<file path="src/rtl/seq_addsub.sv">
// Multi-cycle adder/subtractor: processes CHUNK bits per clock, LSB chunk first,
// and writes the full result plus carry/overflow/zero flags once at the end.
module seq_addsub #(
    parameter int WIDTH = 16,
    parameter int CHUNK = 4
) (
    input  logic             clk,
    input  logic             reset,
    input  logic             start,
    input  logic [1:0]       op,
    input  logic [WIDTH-1:0] a,
    input  logic [WIDTH-1:0] b,
    output logic             busy,
    output logic             done,
    output logic [WIDTH-1:0] s,
    output logic             cout,
    output logic             ov,
    output logic             zero
);
    localparam int NCH = WIDTH / CHUNK;
    localparam int CW  = (NCH > 1) ? $clog2(NCH) : 1;

    typedef enum logic {IDLE, RUN} state_t;

    state_t           state_reg;
    logic             sub_reg;
    logic             carry_reg;
    logic [CW-1:0]    cnt_reg;
    logic [WIDTH-1:0] x_reg;
    logic [WIDTH-1:0] y_reg;

    logic [CHUNK:0]   c;
    logic [CHUNK-1:0] sum_chunk;
    logic [WIDTH-1:0] x_next;
    logic [WIDTH-1:0] y_next;
    logic             last_chunk;

    // Ripple chain across one chunk; c[CHUNK-1] is the carry into the chunk MSB.
    assign c[0] = carry_reg;
    generate
        for (genvar gi = 0; gi < CHUNK; gi++) begin : g_ripple
            logic yb;
            assign yb            = y_reg[gi] ^ sub_reg;
            assign sum_chunk[gi] = x_reg[gi] ^ yb ^ c[gi];
            assign c[gi+1]       = (x_reg[gi] & yb) | (x_reg[gi] & c[gi]) | (yb & c[gi]);
        end
    endgenerate

    // x_reg doubles as the result register: chunk sums shift in from the top
    // while consumed operand chunks shift out of the bottom.
    generate
        if (NCH == 1) begin : g_single
            assign x_next = sum_chunk;
            assign y_next = y_reg;
        end else begin : g_multi
            assign x_next = {sum_chunk, x_reg[WIDTH-1:CHUNK]};
            assign y_next = {{CHUNK{1'b0}}, y_reg[WIDTH-1:CHUNK]};
        end
    endgenerate

    assign last_chunk = (cnt_reg == CW'(NCH - 1));

    always_ff @(posedge clk) begin
        if (reset) begin
            state_reg <= IDLE;
            busy      <= 1'b0;
            done      <= 1'b0;
            s         <= '0;
            cout      <= 1'b0;
            ov        <= 1'b0;
            zero      <= 1'b0;
            cnt_reg   <= '0;
            carry_reg <= 1'b0;
            sub_reg   <= 1'b0;
            x_reg     <= '0;
            y_reg     <= '0;
        end else begin
            done <= 1'b0;
            case (state_reg)
                IDLE: begin
                    if (start) begin
                        sub_reg   <= op[0];
                        x_reg     <= op[1] ? s : a;
                        y_reg     <= op[1] ? a : b;
                        cnt_reg   <= '0;
                        carry_reg <= op[0];
                        busy      <= 1'b1;
                        state_reg <= RUN;
                    end
                end
                RUN: begin
                    x_reg     <= x_next;
                    y_reg     <= y_next;
                    carry_reg <= c[CHUNK];
                    cnt_reg   <= cnt_reg + 1'b1;
                    if (last_chunk) begin
                        s         <= x_next;
                        cout      <= c[CHUNK];
                        ov        <= c[CHUNK] ^ c[CHUNK-1];
                        zero      <= (x_next == '0);
                        done      <= 1'b1;
                        busy      <= 1'b0;
                        state_reg <= IDLE;
                    end
                end
                default: state_reg <= IDLE;
            endcase
        end
    end
endmodule

</file>
<file path="config.mk">
export PLATFORM = sky130hd
export DESIGN_NAME = seq_addsub
export DESIGN_NICKNAME = d
export VERILOG_FILES = /design/src/rtl/seq_addsub.sv
export SDC_FILE = /design/constraint.sdc
export NUM_CORES = 1
export LEC_CHECK = 0
export CAP_MARGIN = 5
export CORE_UTILIZATION = 51
export CTS_CLUSTER_DIAMETER = 200
export DETAILED_ROUTE_END_ITERATION = 8
export PLACE_DENSITY = 0.77
export RECOVER_POWER = 50
export SLEW_MARGIN = 5
export SYNTH_ARGS = -nofsm -noshare
export SYNTH_HDL_FRONTEND = slang
export SYNTH_SLANG_ARGS = --single-unit
</file>
<file path="constraint.sdc">
create_clock -name clk -period 3.85 [get_ports clk]
set_clock_uncertainty 0.2 [all_clocks]
set_input_delay 0.77 -clock clk [delete_from_list [all_inputs] [get_ports clk]]
set_output_delay 0.77 -clock clk [all_outputs]
set_load 0.03 [all_outputs]
</file>
==> reports/qor.yml <==
routing:
  wl_met3_microns: 408
  dr.max_layer_used: "met4"
  wl_met1_microns: 3180
  drt_iter0_drc: 104
  dr_total_vias: 2268
  wl_microns: 6950
  wl_met2_microns: 3200
  firstDrtPassIters: 4
  drc: 0
  routedWlPerCell_microns: 17.9
  ant_nets: 0
  via_per_inst: 5.83
power_and_ir_drop:
  leakagePower_uw: 0.00145
  powerDensity_nw_per_um2: 412
  vdd_ir_drop_max_mv: 0.277
  power_uw: 1470
final_layout:
  nFillCells: 422
  final_cells: 389
  drive_gt1_share_pct: 22.3
  final_area_sq_um: 3580
  area_growth_pct: 25.1
  antenna_cells: 0
  fin_nets: 356
sta:
  tns_ns: 0
  hold_violations: 0
  relSlewSlack_pct: -30.6
  min_period_over_period_pct: 80.7
  period_minus_slack_ns: 3.11
  clock.fmax_mhz: 322
  maxSlewViolCount: 39
  tightest_slew_ns: 1.96
  rsz0062_at_grt: "no"
  setup_ws_ns: 0.743
  setup_viol: 0
grt:
  grt_pass1_vias: 2201
  grt_overflow: 0
  grt.total_usage_pct: 25.3
  grt_max_degree: 39
  grt_pass1_wl_microns: 11400
  antenna_found_initial: 0
critical_path:
  cp_cell_sequence: "clkbuf_1 -> clkbuf_1 -> nor2_1 -> a211oi_2 -> a31o_2"
  crit_required_ns: 3.94
  crit_path_end_kind: "register"
  critPathKind: "input port to register"
  critPathMaxFanout: 38
  critPathMaxStageDelay_ns: 1.38
  crit_slowest_cell: "clkbuf_1"
  cp-start-kind: "input port"
  cpMostUsedCell: "clkbuf_1"
  crit_arrival_ns: 3.20
yosys:
  ys_seq_area_share_pct: 40.6
  yosys_warnings: 0
  yosysTopAreaCell: "dfxtp_1"
  synth_compound_area_share_pct: 27.8
  synth_fa_ha_area_share_pct: 3.24
  syn-mean-instance-area_sq_um: 10.7
  ys.flop_type: "dfxtp_1"
  syn_inst: 268
  synth_edf_count: 0
  syn-num-nets: 310
  synth_simple_gate_area_share_pct: 7.48
  ys_top_cells_by_count: "dfxtp_1, nor2_1, mux2i_1"
  synth_top_area_share_pct: 40.6
  synth_area_sq_um: 2860
  synth_xor_area_share_pct: 1.53
  synth_area_leaders: "dfxtp_1, mux2i_1, a211oi_2"
  synth_top_family_by_area: "compound AO/OA/AOI/OAI gates"
  synthMuxAreaShare_pct: 12.6
  ys_types: 30
  ys_ff_latch: 58
  post-synth-top-count-cell: "dfxtp_1"
  synthArstFlopShare_pct: 0
clock_tree:
  tritoncts: "built"
  cts_made_buffers: 9
  clock_sinks: 58
  cts_root_buf: "clkbuf_8"
  clk_pin_slew_ns: 0.07
  post_cts_buffers: 0
  clockBufferDepth: 2
  cts_max_level: 3
  clk_latency_ns: 0.34
  cts-hold-fix-buffers: 0
  cts_resized: 0
worst_hold_path:
  hp-class: "register to register"
placement:
  io_buffers: 57
  place_ws_ns: 0.922
  hpwlAfterDp_microns: 4740
  dp_cells: 373
  place.gp.congestion: 0.758
  postPlaceCellArea_sq_um: 3390
run_status:
  outcome: "finished, violations left"
  violations: "max-capacitance violations, max-slew violations"
flow_run:
  drv_cap: 1
floorplan:
  io_pins: 58
  die_area_sq_um: 5910
  die_y_microns: 76.9
  start_util_pct: 54.6
  die_x_microns: 76.9
  coreArea_sq_um: 5240
  rows: 26
stage by stage:
stage / hold slack [ns] / util (%)
after floorplan: 0.250 / -
after global placement: 0.260 / 64.8
after detailed placement: 0.260 / 64.8
after CTS: 0.280 / 68.7
after global routing: 0.298 / 68.3
final: 0.268 / 68.3
cells in the final DEF (no fill, tap or decap), types with 4 or more instances in the layout:
| cell type | synthesis | final |
|---|---|---|
| a211oi_1 | 6 | 9 |
| a211oi_2 | 26 | 23 |
| a22o_1 | 18 | 18 |
| a31o_1 | 4 | 4 |
| a31o_2 | 24 | 24 |
| buf_4 | 4 | 4 |
| clkbuf_8 | 0 | 11 |
| clkdlybuf4s50_1 | 0 | 46 |
| dfxtp_1 | 58 | 58 |
| dlygate4sd3_1 | 0 | 9 |
| fa_1 | 4 | 4 |
| inv_1 | 4 | 4 |
| mux2i_1 | 35 | 35 |
| nor2_1 | 37 | 37 |
kinds of logic (layout without fill, tap and decap cells):
family	Yosys count	in the layout
compound gates	82	82
flops	58	58
simple gates	49	49
mux	36	36
buf+inv	33	84
fa+ha+maj	5	5
xor+xnor	5	5
final timing paths:
| check | startpoint | end | slack [ns] | depth (start not counted) |
|---|---|---|---|---|
| max reg2reg | sub_reg$_SDFFE_PP0P_ | zero$_SDFFE_PP0P_ | 0.88 | 10 |
| min reg2reg | busy$_SDFFE_PP0P_ | busy$_SDFFE_PP0P_ | 0.27 | 1 |
| max | start | x_reg[12]$_SDFFE_PP0P_ | 0.74 | 5 |
| min | busy$_SDFFE_PP0P_ | busy$_SDFFE_PP0P_ | 0.27 | 1 |
routing by layer:
layer  vias to the layer above  global-route usage, %
met2                        76                   39.3
met5                         -                      0
met3                        13                   6.67
met1                      1095                   33.3
li1                       1084                      -
met4                         0                   9.81
power by group:
part	switching (uW)	internal, uW
logic	120	114
clock network	248	330
registers	30.1	632
total	398	1080
critical path, delay by kind of cell:
| kind | cells | cell delay [ns] |
|---|---|---|
| AND/OR/NAND/NOR | 1 | 0.11 |
| AO/OA/AOI/OAI | 2 | 0.34 |
| buffers and inverters | 2 | 1.97 |
layout make-up:
class | count | area (sq um) | share of cell area [%]
Clock buffer | 11 | 151 | 4.23
Clock inverter | 5 | 52.6 | 1.47
Inverter | 5 | 18.8 | 0.525
Multi-Input combinational cell | 177 | 1490 | 41.7
Sequential cell | 58 | 1160 | 32.5
Tap cell | 70 | 87.6 | 2.45
Timing Repair Buffer | 63 | 613 | 17.1
(Power assumes the default switching activity.)
